File: config.mk
export PLATFORM = sky130hd
export DESIGN_NAME = seg7_scan_ctrl
export DESIGN_NICKNAME = d
export VERILOG_FILES = /design/src/rtl/seg7_scan_ctrl.sv
export SDC_FILE = /design/constraint.sdc
export NUM_CORES = 1
export LEC_CHECK = 0
export CAP_MARGIN = 0
export CORE_MARGIN = 8
export CORE_UTILIZATION = 49
export CTS_CLUSTER_DIAMETER = 120
export CTS_CLUSTER_SIZE = 12
export DETAILED_ROUTE_END_ITERATION = 8
export GPL_TIMING_DRIVEN = 0
export PLACE_DENSITY = 0.76
export SYNTH_ARGS = -nofsm -noshare
export SYNTH_HDL_FRONTEND = slang
export SYNTH_SLANG_ARGS = --single-unit
File: constraint.sdc
create_clock -name clk -period 3.65 [get_ports clk]
set_input_delay 0.5475 -clock clk [delete_from_list [all_inputs] [get_ports clk]]
set_output_delay 0.5475 -clock clk [all_outputs]
set_load 0.005 [all_outputs]
File: src/rtl/seg7_scan_ctrl.sv
// Time-multiplexed scan controller for common-anode 7-segment digits.
// One shared decoder; blank dead-time between digits suppresses ghosting.
module seg7_scan_ctrl #(
  parameter int unsigned DIGITS    = 8,
  parameter int unsigned SCAN_DIV  = 100000,
  parameter int unsigned BLANK_CYC = 4
) (
  input  logic                  clk,
  input  logic                  rst,
  input  logic [4*DIGITS-1:0]   iData,
  input  logic                  iLoad,
  input  logic [DIGITS-1:0]     iEnable,
  output logic [DIGITS-1:0]     oSel,
  output logic [3:0]            oNibble,
  output logic [2:0]            oIdx,
  output logic                  oFrame
);

  localparam int unsigned CNT_MAX = (SCAN_DIV > BLANK_CYC) ? SCAN_DIV : BLANK_CYC;
  localparam int unsigned CNT_W   = (CNT_MAX > 1) ? $clog2(CNT_MAX) : 1;

  typedef enum logic [1:0] {IDLE, SHOW, BLANK} stateT;

  stateT               state;
  logic [4*DIGITS-1:0] shadow;
  logic [2:0]          idx;
  logic [CNT_W-1:0]    cnt;

  logic [DIGITS-1:0]   rotated;
  logic [2:0]          offset;
  logic [3:0]          sum;
  logic [2:0]          nextIdx;
  logic [2:0]          firstIdx;
  logic [2:0]          target;
  logic [3:0]          targetNib;
  logic [DIGITS-1:0]   targetSel;
  logic                curEn;
  logic                anyEn;

  function automatic logic [2:0] lowestSet(input logic [DIGITS-1:0] v);
    logic [2:0] r;
    logic       hit;
    r   = '0;
    hit = 1'b0;
    for (int unsigned i = 0; i < DIGITS; i++) begin
      if (!hit && v[i]) begin
        r   = 3'(i);
        hit = 1'b1;
      end
    end
    return r;
  endfunction

  // Circular search from idx+1: rotate the mask so bit 0 is idx+1, take the
  // lowest set bit, then fold the offset back modulo DIGITS.
  always_comb begin
    rotated  = DIGITS'({iEnable, iEnable} >> ({1'b0, idx} + 4'd1));
    offset   = lowestSet(rotated);
    sum      = {1'b0, idx} + 4'd1 + {1'b0, offset};
    if (sum >= 4'(DIGITS)) begin
      sum = sum - 4'(DIGITS);
    end
    nextIdx  = sum[2:0];
    firstIdx = lowestSet(iEnable);
    target   = (state == IDLE) ? firstIdx : nextIdx;
    anyEn    = |iEnable;
    targetNib = '0;
    targetSel = '1;
    curEn     = 1'b0;
    for (int unsigned i = 0; i < DIGITS; i++) begin
      if (target == 3'(i)) begin
        targetNib    = shadow[4*i +: 4];
        targetSel[i] = 1'b0;
      end
      if (idx == 3'(i)) begin
        curEn = iEnable[i];
      end
    end
  end

  always_ff @(posedge clk) begin
    if (rst) begin
      state   <= IDLE;
      shadow  <= '0;
      idx     <= '0;
      cnt     <= '0;
      oSel    <= '1;
      oNibble <= '0;
      oIdx    <= '0;
      oFrame  <= 1'b0;
    end else begin
      if (iLoad) begin
        shadow <= iData;
      end
      oFrame <= 1'b0;
      unique case (state)
        IDLE: begin
          oSel <= '1;
          if (anyEn) begin
            state   <= SHOW;
            idx     <= target;
            oIdx    <= target;
            oSel    <= targetSel;
            oNibble <= targetNib;
            cnt     <= '0;
          end
        end
        SHOW: begin
          if (!anyEn) begin
            state <= IDLE;
            oSel  <= '1;
            cnt   <= '0;
          end else if (!curEn || cnt == CNT_W'(SCAN_DIV - 1)) begin
            state <= BLANK;
            oSel  <= '1;
            cnt   <= '0;
          end else begin
            cnt <= cnt + 1'b1;
          end
        end
        BLANK: begin
          oSel <= '1;
          if (cnt == CNT_W'(BLANK_CYC - 1)) begin
            cnt <= '0;
            if (!anyEn) begin
              state <= IDLE;
            end else begin
              state   <= SHOW;
              idx     <= target;
              oIdx    <= target;
              oSel    <= targetSel;
              oNibble <= targetNib;
              oFrame  <= (nextIdx <= idx);
            end
          end else begin
            cnt <= cnt + 1'b1;
          end
        end
        default: begin
          state <= IDLE;
          oSel  <= '1;
        end
      endcase
    end
  end

endmodule

After elaboration in Yosys (flattened, before gate mapping) --
Index checks and enable logic that the tools add are counted.
Cells by class: add/subtract/negate cells 4, order comparisons 2, equality and inequality tests 21, shift-type cells 1, multiplexer cells 79, bitwise gates (word level) 3, reduce and logical (&&, ||, !) cells 40
Operators by type and width (number):
- $mux 17 | 4
- $mux 3 | 17
- $pmux 17 s3 | 1
- $mux 4 | 10
- $mux 1 | 33
- $mux 8 | 4
- $eq 3x3->1 const B | 8
- $pmux 8 s3 | 1
- $add 17x1->17 const B | 1
- $eq 17x17->1 const B | 1
- $eq 17x2->1 const B | 1
- $shr 16x4->8 | 1
- $logic_not 1->1 | 15
- $logic_and 1x1->1 | 14
- $eq 3x2->1 const B | 4
- $pmux 3 s2 | 2
- $mux 2 | 5
- $pmux 4 s2 | 1
- $reduce_or 8->1 | 1
- $eq 3x1->1 const B | 2
- $logic_not 3->1 | 2
- $pmux 2 s3 | 1
- $add 3x1->4 const B | 1
- $add 4x3->4 | 1
- 15 further kinds | 19
Word-level totals: bits in registers 70, input bits 43, output and inout port bits 16, word-level logic and storage cells 158

Longest topological paths before layout --
Gate-level depths: netlist (run 1).
depth in word-level cells 40, mapped depth 20, depth with buffers taken out 18

Least setup slack after synthesis (run 1) --
No wires, ideal clock.
kind input -> register, from in iEnable[1], to reg oNibble[2], setup time 0.066 ns, arrival 3.806 ns, required time 3.584 ns, path slack -0.222 ns, stages on the path 17, buffers on the path 2, cells stage by stage buf_2 > mux4_2 > and3_1 > o31ai_1 > a221o_1 > o31ai_1 > a21oi_1 > ha_1 > inv_1 > fa_1 > xor2_1 > a31o_2 > a31oi_4 > nand2b_4 > buf_6 > or3_1 > a21oi_2
On the way: longest elaborated chain between the ends 39, elaborated cells on any way between the ends 80, those cells by class add/sub: 2; order compare: 1; eq/ne: 7; shift: 1; mux: 40; reduce/logical: 29
Ends and longest elaborated chain:
- start: declaration | RTL line 12 | input logic [DIGITS-1:0] iEnable,
- $shr 16x4->8 | RTL line 57 | rotated = DIGITS'({iEnable, iEnable} >> ({1'b0, idx} + 4'd1));
- $mux 1 | RTL line 46 | if (!hit && v[i]) begin
- $logic_not 1->1 | RTL line 46
- $logic_and 1x1->1 | RTL line 46
- $mux 1 | RTL line 46
- $logic_not 1->1 | RTL line 46
- $logic_and 1x1->1 | RTL line 46
- $mux 1 | RTL line 46
- (+16 left out)
- $ge 4x4->1 / $sub 3x1->3 (equally long branches) | RTL line 60, 61
- $mux 3 | RTL line 60 | if (sum >= 4'(DIGITS)) begin
- $mux 3 | RTL line 65 | target = (state == IDLE) ? firstIdx : nextIdx;
- $logic_not 3->1 | RTL line 71 | if (target == 3'(i)) begin
- $mux 4 (8 in series) | RTL line 71
- $mux 4 (*) | RTL line 99, 125
- $mux 4 | RTL line 123 | if (cnt == CNT_W'(BLANK_CYC - 1)) begin
- $pmux 4 s2 (*) | RTL line 96 | unique case (state)
- end signal: assignment | RTL line 104 | oNibble <= targetNib;
- end signal: assignment | RTL line 132 | oNibble <= targetNib;
- end: declaration | RTL line 14 | output logic [3:0] oNibble,
Mark *: on every way between the ends. The rest lies on a longest branch, timed or not. The select of a mux whose other input is x is not followed. A chain may end at the register's enable or synchronous reset.

==> results of run 1 <==
-- synthesized netlist by cell type, types with 6 or more instances --
master and count:
dfxtp_1 67, ha_1 10, nand3_1 9, nor3_1 13, mux2i_1 54, xor2_1 7, a21oi_1 18, o21ai_0 20
nor2_1 76, nand4_1 6, inv_1 11, clkbuf_1 14, nand2_1 37
-- worst paths after layout --
check / start / to / slack (ps) / cells past startpoint
worst min register to register: cnt[1]$_SDFFE_PP0P_ / cnt[1]$_SDFFE_PP0P_ / 490 / 2
worst max-delay path: oIdx[2]$_SDFFE_PP0P_ / oNibble[1]$_SDFFE_PP0P_ / -200 / 17
worst max register to register: oIdx[2]$_SDFFE_PP0P_ / oNibble[1]$_SDFFE_PP0P_ / -200 / 17
worst min-delay path: cnt[1]$_SDFFE_PP0P_ / cnt[1]$_SDFFE_PP0P_ / 490 / 2
-- critical path: cells and delay by family (launching register included) --
| family | cells | cell delay, ps |
|---|---|---|
| flops | 1 | 380 |
| fa+ha+maj | 2 | 850 |
| mux | 1 | 520 |
| buf+inv | 3 | 410 |
| simple gates | 3 | 360 |
| compound gates | 8 | 1230 |
-- through the flow --
stage	instance area (µm²)	util, %	total power [µW]	hold slack (ps)	TNS [ps]
after floorplan	3901	-	2123	454.6	-766.7
after global placement	4589	60.01	2558	472.0	-12920
after detailed placement	4589	60.01	2600	480.6	-13990
after CTS	5022	65.67	3525	493.5	-333.6
after global routing	5096	66.64	3897	513.2	-1609
final	5096	66.64	3685	493.0	-548.9
-- routing by layer --
layer  wire length [µm]  GRT usage, %  up-vias
met2               5361         33.74      144
met5                  0             0        -
met1               4410         22.66     1727
li1                   -             -     1755
met3                618         4.607       13
met4                114         5.199        0
-- power groups by stage --
stage | combinational (µW) | clock, µW | sequential, µW
CTS | 2010 | 636 | 882
global route | 2330 | 673 | 894
floorplan | 1240 | 0 | 879
global placement | 1670 | 0 | 889
detailed placement | 1710 | 0 | 892
finish | 2180 | 626 | 884
-- area by class of cell --
type	instances	area share, %
flip-flops and latches	67	26.47
clock inverters	6	1.252
well taps	102	2.504
clock buffers	10	2.701
plain buffers	22	2.504
repair buffers	73	13.80
multi-input cells	342	49.89
inverters	12	0.8839
-- state kept, by name (all words and copies together), names as in the netlist --
signal / cells
shadow: 32
oIdx: 3
oNibble: 4
oSel: 8
state: 2
oFrame: 1
cnt: 17
-- cell families after synthesis --
group	count (synthesis)	synth area share, %
simple gates	176	21.61
mux	63	18.55
buf+inv	36	4.133
xor+xnor	11	2.506
flops	67	34.88
compound gates	81	14.55
fa+ha+maj	11	3.775
-- what timing repair did --
item / in CTS / in global routing
setup endpoints to repair: 16 / 14
hold buffers: 0 / 0
gates resized for setup: 59 / 12
pin swaps: 17 / 11
setup buffers: 14 / 3
==> flow_metrics.tcl, run 1 <==
set metrics [dict create \
    firstDrtPassIters 5 \
    worst_slew_pin_slew_ps 843.7 \
    netlist_area_mm2 0.003845 \
    ant_nets 0 \
    p_int_uw 2155 \
    crit_path_frequent_cell "nand2_1" \
    cp_data_required_time_ps 3890 \
    clkSinkCount 67 \
    timing.critical_path.to_type "register" \
    yosysTopAreaCell "dfxtp_1" \
    cts_tree "yes" \
    hold_viol 0 \
    multi_input_area_mm2 0.002542 \
    vias_per_cell 5.740 \
    drc 0 \
    clkTransAtPathRegs_ps 80 \
    pwr-share-comb_pct 59.0 \
    antenna_cells 0 \
    min_period_ps 3852 \
    yosys.area.top_type_share_pct 34.88 \
    fin_cells 634 \
    final-seq-area_mm2 0.001349 \
    p_clk_share_pct 17.0 \
    peakVddDrop_v 0.0003939 \
    grt_pass1_vias 3617 \
    fin_ws_ps -201.8 \
    cp.arrival_ps 4090 \
    status "finished, violations left" \
    grt_pass1_wl_um 17640 \
    final_nets 581 \
    finalCritPeriodShare_pct 105.5 \
    drv_slew 0 \
    p_leak_uw 0.002007 \
    avgRoutedWirePerCell_um 16.57 \
    setup_viol 5 \
    root_buffer "clkbuf_8" \
    grt_max_degree 13 \
    crit_chain "mux4_2 > and3_4 > o31ai_4 > a221o_1 > o31ai_2 > a21oi_2 > ha_2 > inv_2 > fa_2 > buf_4 > a2bb2oi_4 > clkbuf_4 > nand2_1 > nand2_1 > o21ai_0 > a211oi_2 > a31o_1" \
    hold_path_class "reg -> reg" \
    drt_iter0_markers 160 \
    power.share.switching_pct 41.53 \
    drive_gt1_share_pct 19.55 \
    synth.yosys.warnings 0 \
    core_area_mm2 0.007647 \
    dp_slack_ps -1113 \
    cap_violations 0 \
    areaGrowthSynthToFinish_pct 32.54 \
    ios 59 \
    worst-path-max-fanout 10 \
    fillCellCount 591 \
    gr-usage-all-layers_pct 19.13 \
    synthTopCellsByArea "dfxtp_1 (35%), mux2i_1 (14%), nor2_1 (7.4%), nand2_1 (3.6%), ha_1 (3.3%)" \
    layout_common_cells "nor2_1 (74), dfxtp_1 (65), mux2i_1 (54)" \
    start_kind "register" \
    synth_nets 499 \
    die_h_um 104.6 \
    overflow 0 \
    row_count 32 \
    pwr-share-seq_pct 24.0 \
    die-area_mm2 0.01094 \
    gp_congestion 0.8670 \
    ys_ff_latch 67 \
    async_reset_ff_share_pct 0 \
    finClkSkew_ps 9.867 \
    fmax_mhz 259.6 \
    slew_headroom_pct 43.32 \
    routed_wl_um 10500 \
    critPathKind "reg -> reg" \
    synthesis.instances 445 \
    initial_core_util_pct 50.28 \
    num_vias 3639 \
    dp.cells 603 \
    hpwl_um 7457 \
    ys_seq_area_share_pct 34.88 \
    cts_buffers 9 \
    cts-htree-levels 3 \
    power.switching_uw 1530 \
    clk_path_buf_depth 2 \
    cp_slowest_cell "fa_2" \
    die_w_um 104.6 \
    clk-insertion-delay-late_ps 340 \
    avgSynthCellArea_um2 8.640 \
    synth_ff_type "dfxtp_1" \
    slowest_delay_ps 650 \
    grt_antenna_before_repair 0 \
    power_density_mw_per_mm2 723.1 \
    violations "setup timing" \
    yosys.cell_types.count 61 \
    io_buffers 56 \
    layout_commonest_cell "nor2_1" \
    rsz0062_at_grt "true" \
    synth_edf_count 0 \
]
Power figures use the tool's default switching activity.
==> run 2, diff against run 1 <==
CORE_UTILIZATION = 54   (was 49)
PLACE_DENSITY = 0.8   (was 0.76)
clock period = 4 ns   (was 3.65 ns; I/O delays follow)
==> run 2 against run 1 <==
- sequential share of layout area grew 1.4 points
- global-route usage grew 0.73 points
- total power shrank 18%
- final cell count shrank 2.4%
- the run now ends clean
- critical path type is now in -> reg
- design area shrank 5.0%
- die area shrank 7.9%
- clock-buffer cell count is the same
- register-to-register slack gained 270 ps
- non-clock buffer count shrank 9
==> flow_metrics.tcl, run 2 (same netlist as run 1, synthesis figures left out) <==
set metrics [dict create \
    status "completed" \
    clkTransAtPathRegs_ps 70 \
    worst_slew_pin_slew_ps 767.4 \
    drc 0 \
    hpwl_um 7364 \
    overflow 0 \
    io_buffers 56 \
    final_nets 572 \
    p_int_uw 1761 \
    pwr-share-comb_pct 55.9 \
    setup_viol 0 \
    root_buffer "clkbuf_8" \
    layout_commonest_cell "nor2_1" \
    fin_area_mm2 0.004842 \
    worst-path-max-fanout 8 \
    vias_per_cell 5.746 \
    multi_input_area_mm2 0.002410 \
    finClkSkew_ps 10.15 \
    cts_tree "yes" \
    initial_core_util_pct 56.28 \
    grt_pass1_wl_um 16150 \
    final_core_util_pct 70.88 \
    power.share.switching_pct 41.66 \
    finalCritPeriodShare_pct 98.52 \
    top_register "shadow" \
    fillCellCount 559 \
    row_count 30 \
    power.switching_uw 1257 \
    placed_area_mm2 0.004526 \
    layout_common_cells "nor2_1 (76), dfxtp_1 (65), mux2i_1 (54)" \
    avgRoutedWirePerCell_um 15.99 \
    areaGrowthSynthToFinish_pct 25.94 \
    cp.arrival_ps 4180 \
    cts_buffers 9 \
    gp_congestion 0.8520 \
    cp_data_required_time_ps 4240 \
    fin_ws_ps 59.05 \
    p_clk_share_pct 17.4 \
    hold_path_class "reg -> reg" \
    whs_ps 495.0 \
    grt_antenna_before_repair 0 \
    routed_wl_um 9899 \
    drv_slew 0 \
    die_h_um 100.4 \
    start_kind "input port" \
    antenna_cells 0 \
    power_density_mw_per_mm2 623.2 \
    clkSinkCount 67 \
    clk_path_buf_depth 2 \
    grt_pass1_vias 3446 \
    slew_headroom_pct 48.45 \
    ant_nets 0 \
    num_vias 3557 \
    drt_iter0_markers 130 \
    largestRegisters "shadow: 32 flops, cnt: 17 flops, oSel: 8 flops" \
    setup-tns-final_ps 0 \
    peakVddDrop_v 0.0003310 \
    critPathKind "in -> reg" \
    min_period_ps 3941 \
    hold_viol 0 \
    firstDrtPassIters 4 \
    fmax_mhz 253.7 \
    ios 59 \
    largest_register_ffs 32 \
    timing.critical_path.to_type "register" \
    cap_violations 0 \
    drive_gt1_share_pct 12.81 \
    core_area_mm2 0.006832 \
    cts-htree-levels 3 \
    die_w_um 100.4 \
    final-seq-area_mm2 0.001349 \
    dp_slack_ps -924.1 \
    die-area_mm2 0.01008 \
    gr-usage-all-layers_pct 19.86 \
    pwr-share-seq_pct 26.6 \
    clk-insertion-delay-late_ps 350 \
    p_leak_uw 0.001918 \
    grt_max_degree 14 \
]
-- run 2: cell count changes in the layout (fill, tap and decap cells not counted), moves of 3 or more --
cell / delta
a21oi_1: +3
o21ai_1: -4
buf_4: -9
clkdlybuf4s15_1: +3
a21oi_2: -3
o21ai_0: +4
clkdlybuf4s15_2: -4
o31ai_1: +3
-- run 2: area by class of cell --
cell class	instances	share of cell area [%]
plain buffers	24	2.972
clock buffers	10	2.842
clock inverters	6	0.9819
inverters	12	0.9302
multi-input cells	342	49.77
flip-flops and latches	67	27.86
well taps	96	2.481
repair buffers	62	12.17
-- run 2: path summary, 6_finish.rpt --
check,from,endpoint,slack [ps],depth (start not counted)
min,cnt[1]$_SDFFE_PP0P_,cnt[1]$_SDFFE_PP0P_,500,2
max reg2reg,oIdx[1]$_SDFFE_PP0P_,oNibble[0]$_SDFFE_PP0P_,70,18
min reg2reg,cnt[1]$_SDFFE_PP0P_,cnt[1]$_SDFFE_PP0P_,500,2
max,iEnable[0],oNibble[0]$_SDFFE_PP0P_,60,17
-- run 2: per-layer routing --
layer,GRT usage (%),part of all wire [%],up-vias
met3,6.436,5.8,35
li1,-,-,1738
met4,7.674,2.9,0
met5,0,0,-
met1,22.40,42,1675
met2,33.90,49,109
-- run 2: power groups by stage --
stage / clock, µW / combinational, µW / sequential [µW]
after floorplan: 0 / 1070 / 802
after global placement: 0 / 1430 / 814
after detailed placement: 0 / 1460 / 815
after CTS: 534 / 1570 / 802
after global routing: 567 / 1840 / 812
final: 526 / 1690 / 803
-- run 2: timing repair --
action                                  4_1_cts  5_1_grt
setup buffers                                 4        2
hold buffers                                  0        0
gates resized for setup                      21       25
endpoints found under the setup margin       15        9
pin swaps                                     8        6
cloned                                        0        0
-- run 2: critical path, cell delays in order --
cell and delay (ps):
clkdlybuf4s15_1 360, mux2i_1 130, mux2_4 300, and3_4 180, o31ai_2 210, a221o_1 180, o31ai_1 70, a21oi_1 210
ha_2 200, inv_1 40, fa_2 610, o2bb2ai_4 170, mux2i_1 220, o21ai_0 90, a311oi_1 350, a211oi_1 80
a31o_1 190
-- run 2: through the flow --
stage	total power [µW]	instances
2_1_floorplan	1869	445
3_3_place_gp	2242	597
3_5_place_dp	2276	597
4_1_cts	2908	617
5_1_grt	3222	619
6_report	3018	619
